--- config.mk ---
export PLATFORM = sky130hd
export DESIGN_NAME = sample_conditioner
export DESIGN_NICKNAME = d
export VERILOG_FILES = /design/src/rtl/fpga_template_pkg.sv /design/src/rtl/sample_dc_filter.sv /design/src/rtl/sample_conditioner.sv
export SDC_FILE = /design/constraint.sdc
export NUM_CORES = 1
export LEC_CHECK = 0
export BUFFER_PORTS_ARGS = -buffer_cell sky130_fd_sc_hd__buf_2
export CORE_MARGIN = 2
export CORE_UTILIZATION = 50
export DETAILED_ROUTE_END_ITERATION = 6
export PLACE_DENSITY = 0.76
export SYNTH_ARGS = -nofsm -noshare
export SYNTH_HDL_FRONTEND = slang
export SYNTH_SLANG_ARGS = --single-unit
--- constraint.sdc ---
create_clock -name clk_i -period 4.7 [get_ports clk_i]
set_input_delay 0.705 -clock clk_i [delete_from_list [all_inputs] [get_ports clk_i]]
set_output_delay 0.705 -clock clk_i [all_outputs]
set_load 0.03 [all_outputs]
--- src/rtl/fpga_template_pkg.sv ---
// Shared widths, FSM state type and the saturation helper for the sample conditioner.
package fpga_template_pkg;

    localparam int SAMPLE_W = 24;
    localparam int RAM_W    = 32;
    localparam int GAIN_W   = 3;
    // DC-removed sample carries one extra bit so x - dc never wraps.
    localparam int HP_W     = SAMPLE_W + 1;
    // Widest left shift (7) applied to the high-pass word.
    localparam int G_W      = HP_W + (1 << GAIN_W) - 1;

    typedef enum logic [1:0] {
        IDLE = 2'd0,
        CALC = 2'd1,
        GAIN = 2'd2,
        WAIT = 2'd3
    } cond_state_t;

    typedef struct packed {
        logic                clip;
        logic [SAMPLE_W-1:0] value;
    } sat_t;

    // Clamp a gained word to signed SAMPLE_W bits; clip flags any clamping.
    function automatic sat_t saturate(input logic signed [G_W-1:0] g);
        sat_t                  r;
        logic [G_W-SAMPLE_W:0] top;
        top    = g[G_W-1:SAMPLE_W-1];
        r.clip = !((&top) || !(|top));
        if (r.clip) begin
            r.value = g[G_W-1] ? {1'b1, {(SAMPLE_W-1){1'b0}}}
                               : {1'b0, {(SAMPLE_W-1){1'b1}}};
        end else begin
            r.value = g[SAMPLE_W-1:0];
        end
        return r;
    endfunction

endpackage

--- src/rtl/sample_dc_filter.sv ---
// Leaky-integrator DC estimator: hp = x - (acc >>> K), acc tracks x * 2^K.
module sample_dc_filter
    import fpga_template_pkg::*;
#(
    parameter int K = 10
) (
    input  logic                clk_i,
    input  logic                rst_ni,
    input  logic                update_i,
    input  logic                bypass_i,
    input  logic [SAMPLE_W-1:0] x_i,
    output logic [HP_W-1:0]     hp_o
);

    localparam int ACC_W = SAMPLE_W + K;

    logic signed [ACC_W-1:0] acc_q;
    logic signed [ACC_W-1:0] acc_d;
    logic signed [ACC_W-1:0] dc;
    logic signed [ACC_W-1:0] x_ext;
    logic signed [ACC_W-1:0] hp_full;

    // DC estimate, high-pass difference and the next accumulator value.
    always_comb begin
        dc      = acc_q >>> K;
        x_ext   = {{(ACC_W-SAMPLE_W){x_i[SAMPLE_W-1]}}, x_i};
        hp_full = x_ext - dc;
        acc_d   = acc_q;
        if (bypass_i) begin
            hp_o = {x_i[SAMPLE_W-1], x_i};
        end else begin
            hp_o = hp_full[HP_W-1:0];
            if (update_i) begin
                acc_d = acc_q + hp_full;
            end
        end
    end

    // Accumulator register; frozen whenever bypass is selected.
    always_ff @(posedge clk_i or negedge rst_ni) begin
        if (!rst_ni) begin
            acc_q <= '0;
        end else begin
            acc_q <= acc_d;
        end
    end

endmodule

--- src/rtl/sample_conditioner.sv ---
// DC removal, saturating power-of-two gain and valid/ready write toward RAM.
module sample_conditioner
    import fpga_template_pkg::*;
#(
    parameter int DC_SHIFT = 10,
    parameter int DROP_W   = 16
) (
    input  logic                clk_i,
    input  logic                rst_ni,
    input  logic [SAMPLE_W-1:0] sample_i,
    input  logic                sample_valid_i,
    input  logic [GAIN_W-1:0]   gain_shift_i,
    input  logic                bypass_i,
    output logic [RAM_W-1:0]    data_o,
    output logic                valid_o,
    input  logic                ready_i,
    output logic                clip_o,
    output logic [DROP_W-1:0]   drop_count_o
);

    cond_state_t         state_q, state_d;
    logic [SAMPLE_W-1:0] x_q, x_d;
    logic [GAIN_W-1:0]   gain_q, gain_d;
    logic                bypass_q, bypass_d;
    logic [HP_W-1:0]     hp_q, hp_d;
    logic [SAMPLE_W-1:0] result_q, result_d;
    logic                valid_q, valid_d;
    logic                clip_q, clip_d;
    logic [DROP_W-1:0]   drop_q, drop_d;

    logic [HP_W-1:0]       hp_filt;
    logic signed [G_W-1:0] gained;
    sat_t                  sat;

    sample_dc_filter #(
        .K (DC_SHIFT)
    ) u_dc (
        .clk_i    (clk_i),
        .rst_ni   (rst_ni),
        .update_i (state_q == CALC),
        .bypass_i (bypass_q),
        .x_i      (x_q),
        .hp_o     (hp_filt)
    );

    // Gain stage works on the registered high-pass word.
    always_comb begin
        gained = $signed({{(G_W-HP_W){hp_q[HP_W-1]}}, hp_q}) <<< gain_q;
        sat    = saturate(gained);
    end

    // Next-state and output logic; busy-state pulses only bump the drop counter.
    always_comb begin
        state_d  = state_q;
        x_d      = x_q;
        gain_d   = gain_q;
        bypass_d = bypass_q;
        hp_d     = hp_q;
        result_d = result_q;
        valid_d  = valid_q;
        clip_d   = 1'b0;
        drop_d   = drop_q;
        case (state_q)
            IDLE: begin
                if (sample_valid_i) begin
                    x_d      = sample_i;
                    gain_d   = gain_shift_i;
                    bypass_d = bypass_i;
                    state_d  = CALC;
                end
            end
            CALC: begin
                hp_d    = hp_filt;
                state_d = GAIN;
            end
            GAIN: begin
                result_d = sat.value;
                clip_d   = sat.clip;
                valid_d  = 1'b1;
                state_d  = WAIT;
            end
            WAIT: begin
                if (ready_i) begin
                    valid_d = 1'b0;
                    state_d = IDLE;
                end
            end
            default: state_d = IDLE;
        endcase
        if (sample_valid_i && (state_q != IDLE) && (drop_q != {DROP_W{1'b1}})) begin
            drop_d = drop_q + 1'b1;
        end
    end

    // FSM and registered outputs; reset discards any pending word.
    always_ff @(posedge clk_i or negedge rst_ni) begin
        if (!rst_ni) begin
            state_q  <= IDLE;
            x_q      <= '0;
            gain_q   <= '0;
            bypass_q <= 1'b0;
            hp_q     <= '0;
            result_q <= '0;
            valid_q  <= 1'b0;
            clip_q   <= 1'b0;
            drop_q   <= '0;
        end else begin
            state_q  <= state_d;
            x_q      <= x_d;
            gain_q   <= gain_d;
            bypass_q <= bypass_d;
            hp_q     <= hp_d;
            result_q <= result_d;
            valid_q  <= valid_d;
            clip_q   <= clip_d;
            drop_q   <= drop_d;
        end
    end

    assign data_o       = {{(RAM_W-SAMPLE_W){1'b0}}, result_q};
    assign valid_o      = valid_q;
    assign clip_o       = clip_q;
    assign drop_count_o = drop_q;

endmodule

==> results of run 1 <==
## cells in the mapped netlist (all sizes together) (5+ instances only)
master,count
a211oi,6
a21o,32
a21oi,106
a31oi,10
and3,10
and4,7
buf,23
clkbuf,35
dfrtp,131
ha,62
inv,51
mux2,50
mux2i,39
mux4,6
nand2,94
nand2b,15
nand3,22
nand4,11
nor2,73
nor2b,9
nor3b,6
nor4,5
o211ai,9
o21a,6
o21ai,75
o31ai,5
xnor2,36
xor2,25
## how the worst min path moves through the flow
stage	slack [ps]	to	start	cells after the start
3_5_place_dp	480	u_dc.acc_q[2]	u_dc.acc_q[2]	2
3_3_place_gp	470	u_dc.acc_q[2]	u_dc.acc_q[2]	2
2_1_floorplan	410	bypass_q	rst_ni	0
4_1_cts	430	u_dc.acc_q[7]	rst_ni	1
6_report	390	u_dc.acc_q[7]	rst_ni	1
5_1_grt	480	u_dc.acc_q[7]	rst_ni	1
## through the flow
stage | worst slack [ps] | TNS (ps) | cells | hold WS, ps | cell area (sq um)
after floorplan | 573 | 0 | 1025 | 409 | 9300
after global placement | 297 | 0 | 1281 | 470 | 9800
after detailed placement | 249 | 0 | 1281 | 483 | 9800
after CTS | 130 | 0 | 1313 | 429 | 10400
after global routing | -71.5 | -286 | 1313 | 479 | 10400
final | 229 | 0 | 1313 | 392 | 10400
## registers in the layout, indices dropped and copies added (netlist names)
signal / count
bypass_q: 1
clip_o: 1
drop_count_o: 16
gain_q: 3
hp_q: 25
result_q: 24
state_q: 2
u_dc.acc_q: 34
valid_o: 1
x_q: 24
## per-layer routing
metal	GRT usage [%]	routed length, um
met5	0	0
met4	9.04	561
met3	4.89	994
met2	34.2	9760
met1	31.0	10100
## kinds of logic (layout without fill, tap and decap cells)
| kind of cell | Yosys count | count (layout) | share of synthesized area [%] |
|---|---|---|---|
| other | 1 | 8 | 0.0404 |
| xor gates and xnor gates | 61 | 61 | 5.76 |
| muxes | 95 | 95 | 11.8 |
| DFF | 131 | 131 | 35.3 |
| and+or+nand+nor | 273 | 273 | 14.3 |
| adders and majority gates | 64 | 64 | 8.79 |
| AOI/OAI and AO/OA | 284 | 284 | 19.2 |
| buffers and inverters | 109 | 168 | 4.87 |
## timing repair
action / in CTS / in global routing
buffers inserted: 0 / 0
hold endpoints to repair: 0 / 0
hold buffers: 0 / 0
setup endpoints to repair: 0 / 9
gates resized for setup: 0 / 9
## layout make-up
cell class / count / area, sq um / area share (%)
flip-flops and latches: 131 / 3280 / 31.4
clock buffers: 17 / 425 / 4.08
repair buffers: 85 / 462 / 4.43
clock inverters: 15 / 159 / 1.52
well taps: 229 / 287 / 2.75
inverters: 51 / 191 / 1.84
multi-input cells: 785 / 5630 / 54.0
## worst max-delay path, cell delays in order, from the launching register on
cell and delay, ps:
sky130_fd_sc_hd__dfrtp_1 380, sky130_fd_sc_hd__inv_1 60, sky130_fd_sc_hd__ha_1 360, sky130_fd_sc_hd__o21a_1 230, sky130_fd_sc_hd__o21a_1 190, sky130_fd_sc_hd__and4_1 190, sky130_fd_sc_hd__o21ai_1 140, sky130_fd_sc_hd__a31oi_2 160
sky130_fd_sc_hd__a21o_1 280, sky130_fd_sc_hd__a31oi_1 310, sky130_fd_sc_hd__xnor2_1 230, sky130_fd_sc_hd__ha_1 350, sky130_fd_sc_hd__and3_1 240, sky130_fd_sc_hd__a311oi_1 300, sky130_fd_sc_hd__o21ai_2 150, sky130_fd_sc_hd__a31o_2 310
sky130_fd_sc_hd__a211oi_2 210, sky130_fd_sc_hd__xor2_1 160, sky130_fd_sc_hd__o21ai_1 70
==> flow_summary.toml, run 1 <==
[floorplan]
initial_cell_density_of_the_core_pct = 51.3
chipHeight_um = 140
die_width_um = 140
core_area_sq_mm = 0.0181
floorplan.die_area_sq_mm = 0.0197
num_io_pins = 82
rows = 49

[clocking]
clock_latency_ps = 440
cts-root-buf = "sky130_fd_sc_hd__clkbuf_16"
cts_num_sinks = 131
cts_buffers = 17
cts.reportedPaths.clkPinSlew_ps = 60
cts-htree-levels = 4
clock_tree.buffer_depth = 2
tritoncts = "yes"

[yosys]
asyncSetResetFlopFracSynth_pct = 100
synth.largest_area_cell = "sky130_fd_sc_hd__dfrtp_1"
syn_inst = 1018
synth-edff-count = 0
syn-cell-area_sq_mm = 0.00928
synth_cell_types = 71
dominantRegCellSynth = "sky130_fd_sc_hd__dfrtp_1"
ys_seq_elements = 131
syn-mean-instance-area_sq_um = 9.11
ys.warnings.count = 0
synth_seq_area_share_pct = 35.3
post-synth-top-area-fraction_pct = 35.3
main_area_contributors_after_synthesis = "sky130_fd_sc_hd__dfrtp_1 35%, sky130_fd_sc_hd__ha_1 8.4%, sky130_fd_sc_hd__mux2_2 5.9%"

[worst_setup_path]
worstReg2RegStart = "u_dc.acc_q[15]"
cp.required_ps = 4990
regToRegSetupSlack_ps = 230
cp_data_arrival_time_ps = 4760
timing.critical_path.from = "u_dc.acc_q[15]"
path_class = "reg2reg"
critical_path.endpoint_type = "flip-flop"
critical_path_peak_fanout = 5
reg2regPathDepth = 18
startpoint_types = "flip-flop"
timing.critical_path.to = "u_dc.acc_q[27]"
crit-reg2reg-capture = "u_dc.acc_q[27]"

[timing]
hold_violations = 0
max_freq_mhz = 224
slew_headroom_pct = 31.0
timing.clock.skew_ps = 14.4
finalCritPeriodShare_pct = 95.1
grt_setup_unrepaired = "yes"
final-max-slew-violation-count = 0
final_count_of_negative_setup_slack_endpoints = 0
worstMarginPinSlew_ps = 1030
timing.final.crit_period_ps = 4470

[layout]
antenna_cells_inserted = 0
drive_above_1_share_pct = 18.3
post-route-util_pct = 57.7
mostFrequentLayoutCells = "131 x sky130_fd_sc_hd__dfrtp_1, 103 x sky130_fd_sc_hd__a21oi_1, 93 x sky130_fd_sc_hd__nand2_1, 73 x sky130_fd_sc_hd__nor2_1, 72 x sky130_fd_sc_hd__buf_2"
syn2layout_area_growth_pct = 12.4
final_common_cell = "sky130_fd_sc_hd__dfrtp_1"
nNetsFinal = 1167
fillers = 1555

[routing]
number_of_drc_markers_after_the_initial_detailed_route_iteration = 551
routed_via_density = 5.75
via_count = 7548
antenna_violating_nets_post_route = 0
wirelength_um = 21400
drt_pass1_iterations = 5
route.detailed.drc = 0
routedWlPerCell_um = 16.3

[grt]
number_of_antenna_violations_at_the_first_check_in_global_routing = 0
overflow = 0
vias_in_the_first_global_route = 7185
grt_max_degree = 101
groute.usage.overall_pct = 22.4
first_pass_grt_wire_length_um = 35600

[place]
dpl.hpwl_um = 15300
io_buffer_count = 73
place.gp.congestion = 0.923

[run_status]
outcome = "completed"

[job]
cap_violations = 0

[hold_path]
path_category_of_the_worst_min_delay_check = "in2async"
Power of run 1 is not shown: default switching activity piles up to over one toggle a cycle in this logic, so the estimate is an artifact.
==> inputs of run 2 (changes only) <==
Settings changed: CORE_MARGIN 2 to unset.
==> run 2 against run 1 <==
Net effect:
- the flow now finishes with violations (design-rule violations)
- via count rose by 1.7%
- flip-flop and latch count did not move
- count of clock-buffer cells in the layout rose by 4
- maximum frequency rose by 0.54%
- die area fell by 2.8%
- critical path depth rose by 2
- critical endpoint is now u_dc.acc_q[33]
- largest cell class unchanged
- highest routed layer unchanged
==> flow_summary.toml, run 2 (synthesized netlist as in run 1, its figures left out) <==
[timing]
max_freq_mhz = 225
final-max-slew-violation-count = 0
finalCritPeriodShare_pct = 94.6
slew_headroom_pct = 19.6
final_count_of_negative_setup_slack_endpoints = 0
worstMarginPinSlew_ps = 1210
grt_setup_unrepaired = "yes"
hold_violations = 0
timing.final.crit_period_ps = 4450
timing.clock.skew_ps = 7.05

[routing]
routedWlPerCell_um = 16.4
drt_pass1_iterations = 7
via_count = 7675
number_of_drc_markers_after_the_initial_detailed_route_iteration = 556
route.detailed.drc = 28
antenna_violating_nets_post_route = 0
wirelength_um = 21700
routed_via_density = 5.82

[layout]
antenna_cells_inserted = 0
regArea_sq_mm = 0.00328
registers_with_the_most_flip_flops = "u_dc.acc_q (34), hp_q (25)"
mostFrequentLayoutCells = "131 x sky130_fd_sc_hd__dfrtp_1, 103 x sky130_fd_sc_hd__a21oi_1, 93 x sky130_fd_sc_hd__nand2_1, 73 x sky130_fd_sc_hd__nor2_1, 72 x sky130_fd_sc_hd__buf_2"
multi_input_logic_area_sq_mm = 0.00563
nNetsFinal = 1173
final_design_area_no_fill_sq_mm = 0.0105
drive_above_1_share_pct = 18.5
syn2layout_area_growth_pct = 13.1
max_reg_flops = 34
max_flop_register = "u_dc.acc_q"
final_common_cell = "sky130_fd_sc_hd__dfrtp_1"
fillers = 1571

[place]
placed_area_sq_mm = 0.00979
io_buffer_count = 73
place.gp.congestion = 0.915
dpl.hpwl_um = 15500

[floorplan]
die_width_um = 138
floorplan.die_area_sq_mm = 0.0191
initial_cell_density_of_the_core_pct = 51.3
num_io_pins = 82
rows = 49
chipHeight_um = 138
core_area_sq_mm = 0.0181

[worst_setup_path]
cp_data_arrival_time_ps = 4810
cp.required_ps = 5060
critical_path.endpoint_type = "flip-flop"
reg2regPathDepth = 20
critical_path_peak_fanout = 8
path_class = "reg2reg"
startpoint_types = "flip-flop"

[job]
cap_violations = 0

[clocking]
clock_latency_ps = 430
cts_buffers = 17
cts-htree-levels = 4
tritoncts = "yes"
clock_tree.buffer_depth = 2
cts-root-buf = "sky130_fd_sc_hd__clkbuf_16"
cts.reportedPaths.clkPinSlew_ps = 60
cts_num_sinks = 131

[run_status]
outcome = "finished, violations left"
failed_checks = "design-rule violations"

[grt]
first_pass_grt_wire_length_um = 35800
vias_in_the_first_global_route = 7156
number_of_antenna_violations_at_the_first_check_in_global_routing = 0
overflow = 0
grt_max_degree = 98
groute.usage.overall_pct = 23.1

[hold_path]
path_category_of_the_worst_min_delay_check = "in2async"
[run 2: cell types whose count changed in the layout (fill, tap and decap cells not counted), sizes merged]
cell      change
buf           +6
clkinvlp      -1
inv           -2
clkbuf        +4
bufinv        +2
clkinv        -4
[run 2: stage by stage]
step                      cells  util (%)  hold WS, ps  TNS (ps)  worst slack (ps)
after global routing       1318      58.0          460     -45.5             -23.2
after global placement     1280      54.1          469         0               291
final                      1318      58.0          360         0               253
after floorplan            1025         -          409         0               573
after CTS                  1311      57.4          410         0              70.4
after detailed placement   1280      54.1          475         0               136
[run 2: critical path, cell delays in order, from the launching register on]
cell                         delay, ps
sky130_fd_sc_hd__dfrtp_1           410
sky130_fd_sc_hd__ha_1              240
sky130_fd_sc_hd__inv_1              90
sky130_fd_sc_hd__fa_1              270
sky130_fd_sc_hd__a211oi_2          120
sky130_fd_sc_hd__o21ai_2           210
sky130_fd_sc_hd__nand2_2           100
sky130_fd_sc_hd__o31ai_2           420
sky130_fd_sc_hd__nand3_2           180
sky130_fd_sc_hd__a41oi_4           350
sky130_fd_sc_hd__clkinvlp_4        250
sky130_fd_sc_hd__ha_1              390
sky130_fd_sc_hd__a21o_1            200
sky130_fd_sc_hd__a21oi_1           150
sky130_fd_sc_hd__nor2b_1            90
sky130_fd_sc_hd__nor2_1            110
sky130_fd_sc_hd__o21ai_0           140
sky130_fd_sc_hd__a21o_1            200
sky130_fd_sc_hd__a31oi_1           220
sky130_fd_sc_hd__o21ai_0           140
sky130_fd_sc_hd__nand3_1           100
[run 2: routing by layer]
layer | up-vias | GRT usage, % | part of all wire (%)
li1 | 3770 | - | -
met1 | 3658 | 32.0 | 47
met2 | 209 | 36.4 | 47
met3 | 38 | 3.88 | 4.2
met4 | 0 | 8.40 | 2.2
met5 | - | 0 | 0
[run 2: path summary, 6_finish.rpt]
| path | end | slack, ps | startpoint |
|---|---|---|---|
| worst max-delay path | u_dc.acc_q[33] | 250 | u_dc.acc_q[10] |
| worst min-delay path | u_dc.acc_q[4] | 360 | rst_ni |
| worst max register to register | u_dc.acc_q[33] | 250 | u_dc.acc_q[10] |
| worst min register to register | drop_count_o[7] | 480 | drop_count_o[7] |
| max in group asynchronous | result_q[23] | 3350 | rst_ni |
| min in group clk_i | drop_count_o[7] | 480 | drop_count_o[7] |
[run 2: area by class of cell]
cell class | count | share of cell area (%)
flip-flops and latches | 131 | 31.2
clock buffers | 21 | 4.20
well taps | 229 | 2.73
inverters | 51 | 1.86
repair buffers | 91 | 4.83
clock inverters | 10 | 1.50
multi-input cells | 785 | 53.6
[run 2: repair_timing]
action,4_1_cts,5_1_grt
hold endpoints to repair,0,0
setup endpoints to repair,0,12
buffers inserted,0,7
gates resized for setup,0,11
hold buffers,0,0
Power of run 2 is left out for the same reason.
==> inputs of run 3 (changes only) <==
Settings changed: SYNTH_HIERARCHICAL set to 1, TNS_END_PERCENT set to 1.
==> run 3 against run 2 <==
Net effect:
- the run now ends clean
- maximum frequency shrank 1.3%
- flip-flop and latch count is the same
- clock skew grew 3.3 ps
- final cell count shrank 2.5%
- global-route usage grew 0.49 points
- critical path depth is the same
- first-iteration DRC count grew 12%
- wire length grew 4.0%
- sequential share of layout area shrank 0.99 points
- register-to-register slack lost 60 ps
- utilization shrank 0.26 points
- count of clock-buffer cells in the layout shrank 2
- critical endpoint is now u_dc/acc_q[32]
==> flow_summary.toml, run 3 <==
[routing]
number_of_drc_markers_after_the_initial_detailed_route_iteration = 622
antenna_violating_nets_post_route = 0
route.detailed.drc = 0
routed_via_density = 5.93
drt_pass1_iterations = 5
via_count = 7616
routedWlPerCell_um = 17.5
wirelength_um = 22500

[worst_setup_path]
cp.required_ps = 4990
cp_data_arrival_time_ps = 4800
regToRegSetupSlack_ps = 190
worst_path_max_delay_cell = "sky130_fd_sc_hd__a221o_1"
startpoint_types = "flip-flop"
worstReg2RegStart = "u_dc/acc_q[13]"
timing.critical_path.cells = "inv_1 > ha_1 > a21o_1 > a21oi_1 > o21ai_1 > a21oi_2 > a211oi_2 > a221o_1 > a41oi_2 > xnor2_1 > ha_2 > a21oi_1 > o21ai_0 > a21oi_1 > o21a_1 > o21ai_0 > a21o_1 > a221oi_2 > xor2_1 > o21ai_0"
critical_path.endpoint_type = "flip-flop"
critPathMaxStageDelay_ps = 400
critical_path_peak_fanout = 5
reg2regPathDepth = 20
crit-reg2reg-capture = "u_dc/acc_q[32]"
path_class = "reg2reg"

[timing]
finalCritPeriodShare_pct = 95.9
final-max-slew-violation-count = 0
timing.clock.skew_ps = 10.4
hold_violations = 0
worstMarginPinSlew_ps = 937
slew_headroom_pct = 37.5
max_freq_mhz = 222
fin_worst_setup_slack_ps = 194
final_count_of_negative_setup_slack_endpoints = 0
timing.final.crit_period_ps = 4510

[clocking]
cts_buffers = 17
clock_latency_ps = 420
cts-htree-levels = 4
cts.reportedPaths.clkPinSlew_ps = 60
tritoncts = "yes"
cts-root-buf = "sky130_fd_sc_hd__clkbuf_16"
cts_num_sinks = 131
clock_tree.buffer_depth = 2

[grt]
globalRouteMet1Util_pct = 31.6
groute.usage.overall_pct = 23.5
vias_in_the_first_global_route = 7482
number_of_antenna_violations_at_the_first_check_in_global_routing = 0
global_route.peak_usage_layer = "met2"
grt_max_degree = 103
grtUsageMet2_pct = 37.6
first_pass_grt_wire_length_um = 37200
overflow = 0
grt_util_met3_pct = 4.42

[yosys]
synth_seq_area_share_pct = 34.0
main_area_contributors_after_synthesis = "sky130_fd_sc_hd__dfrtp_1 34%, sky130_fd_sc_hd__mux2_2 9.6%, sky130_fd_sc_hd__ha_1 8.1%"
syn_inst = 975
asyncSetResetFlopFracSynth_pct = 100
synth_most_common_cell = "sky130_fd_sc_hd__dfrtp_1"
ys_seq_elements = 131
syn-cell-area_sq_mm = 0.00963
synth-edff-count = 0
synth_cell_types = 78
dominantRegCellSynth = "sky130_fd_sc_hd__dfrtp_1"
syn-mean-instance-area_sq_um = 9.88
post-synth-top-area-fraction_pct = 34.0
ys.warnings.count = 6
synth.largest_area_cell = "sky130_fd_sc_hd__dfrtp_1"
netlist_top_cells_count = "131 x sky130_fd_sc_hd__dfrtp_1, 86 x sky130_fd_sc_hd__nand2_1, 82 x sky130_fd_sc_hd__mux2_2"

[layout]
max_reg_flops = 34
drive_above_1_share_pct = 26.7
post-route-util_pct = 57.8
final_common_cell = "sky130_fd_sc_hd__dfrtp_1"
mostFrequentLayoutCells = "130 x sky130_fd_sc_hd__dfrtp_1, 85 x sky130_fd_sc_hd__nand2_1, 82 x sky130_fd_sc_hd__mux2_2, 77 x sky130_fd_sc_hd__inv_1, 72 x sky130_fd_sc_hd__buf_2"
nNetsFinal = 1134
registers_with_the_most_flip_flops = "u_dc/acc_q (34), hp_q (25)"
final_cell_count_no_fill = 1285
final_design_area_no_fill_sq_mm = 0.0108
max_flop_register = "u_dc/acc_q"
syn2layout_area_growth_pct = 12.6
fillers = 1559
antenna_cells_inserted = 0

[job]
cap_violations = 0

[floorplan]
floorplan.die_area_sq_mm = 0.0198
core_area_sq_mm = 0.0188
chipHeight_um = 141
initial_cell_density_of_the_core_pct = 51.3
die_width_um = 141
rows = 50
num_io_pins = 82

[place]
place.gp.congestion = 0.911
dpl.hpwl_um = 16200
place_ws_ps = 69.3
dp_cells = 1247
io_buffer_count = 73
placed_area_sq_mm = 0.0101

[hold_path]
path_category_of_the_worst_min_delay_check = "in2async"

[run_status]
outcome = "completed"
-- run 3: routing by layer --
| metal | routed length (um) | vias to the layer above | part of all wire [%] |
|---|---|---|---|
| met2 | 10700 | 224 | 47 |
| met3 | 1020 | 42 | 4.5 |
| met4 | 590 | 0 | 2.6 |
| met1 | 10300 | 3700 | 46 |
| met5 | 0 | - | 0 |
| li1 | - | 3650 | - |
-- run 3: how the worst max path moves through the flow --
stage              startpoint        endpoint  cells after the start
2_1_floorplan          x_q[0]  u_dc/acc_q[32]                     22
3_3_place_gp           x_q[0]  u_dc/acc_q[33]                     20
3_5_place_dp           x_q[0]  u_dc/acc_q[32]                     22
4_1_cts                x_q[0]  u_dc/acc_q[32]                     22
5_1_grt        u_dc/acc_q[13]  u_dc/acc_q[32]                     20
6_report       u_dc/acc_q[13]  u_dc/acc_q[32]                     20
-- run 3: layout make-up --
| cell class | instances | area [sq um] | area share, % |
|---|---|---|---|
| timing repair buffer | 90 | 499 | 4.60 |
| clock buffer | 19 | 453 | 4.18 |
| inverter | 78 | 293 | 2.70 |
| multi-input combinational | 720 | 5900 | 54.4 |
| clock inverter | 13 | 124 | 1.14 |
| sequential | 131 | 3280 | 30.2 |
| tap | 234 | 293 | 2.70 |
-- run 3: through the flow --
stage          hold WS, ps  setup TNS [ps]
6_report               396               0
4_1_cts                438               0
3_5_place_dp           472               0
2_1_floorplan          409               0
3_3_place_gp           466               0
5_1_grt                486           -35.6
-- run 3: logic make-up after synthesis --
group	count (synthesis)	share of synthesized area, %
AOI/OAI and AO/OA	249	18.5
xor gates and xnor gates	68	6.18
adders and majority gates	64	8.47
buffers and inverters	131	6.24
DFF	131	34.0
muxes	126	16.3
other	1	0.0389
and+or+nand+nor	205	10.2
-- run 3: worst max-delay path: cells and delay by family (launching register included) --
family                   cells  cell delay [ps]
XOR/XNOR                     2              360
flip-flops                   1              390
adder cells (fa/ha/maj)      2              720
buffers and inverters        1               60
AO/OA/AOI/OAI               15             2850
-- run 3: timing repair --
action,in CTS,in global routing
setup buffers,0,6
setup endpoints to repair,0,9
hold buffers,0,0
gates resized for setup,0,29
Power of run 3 is left out for the same reason.
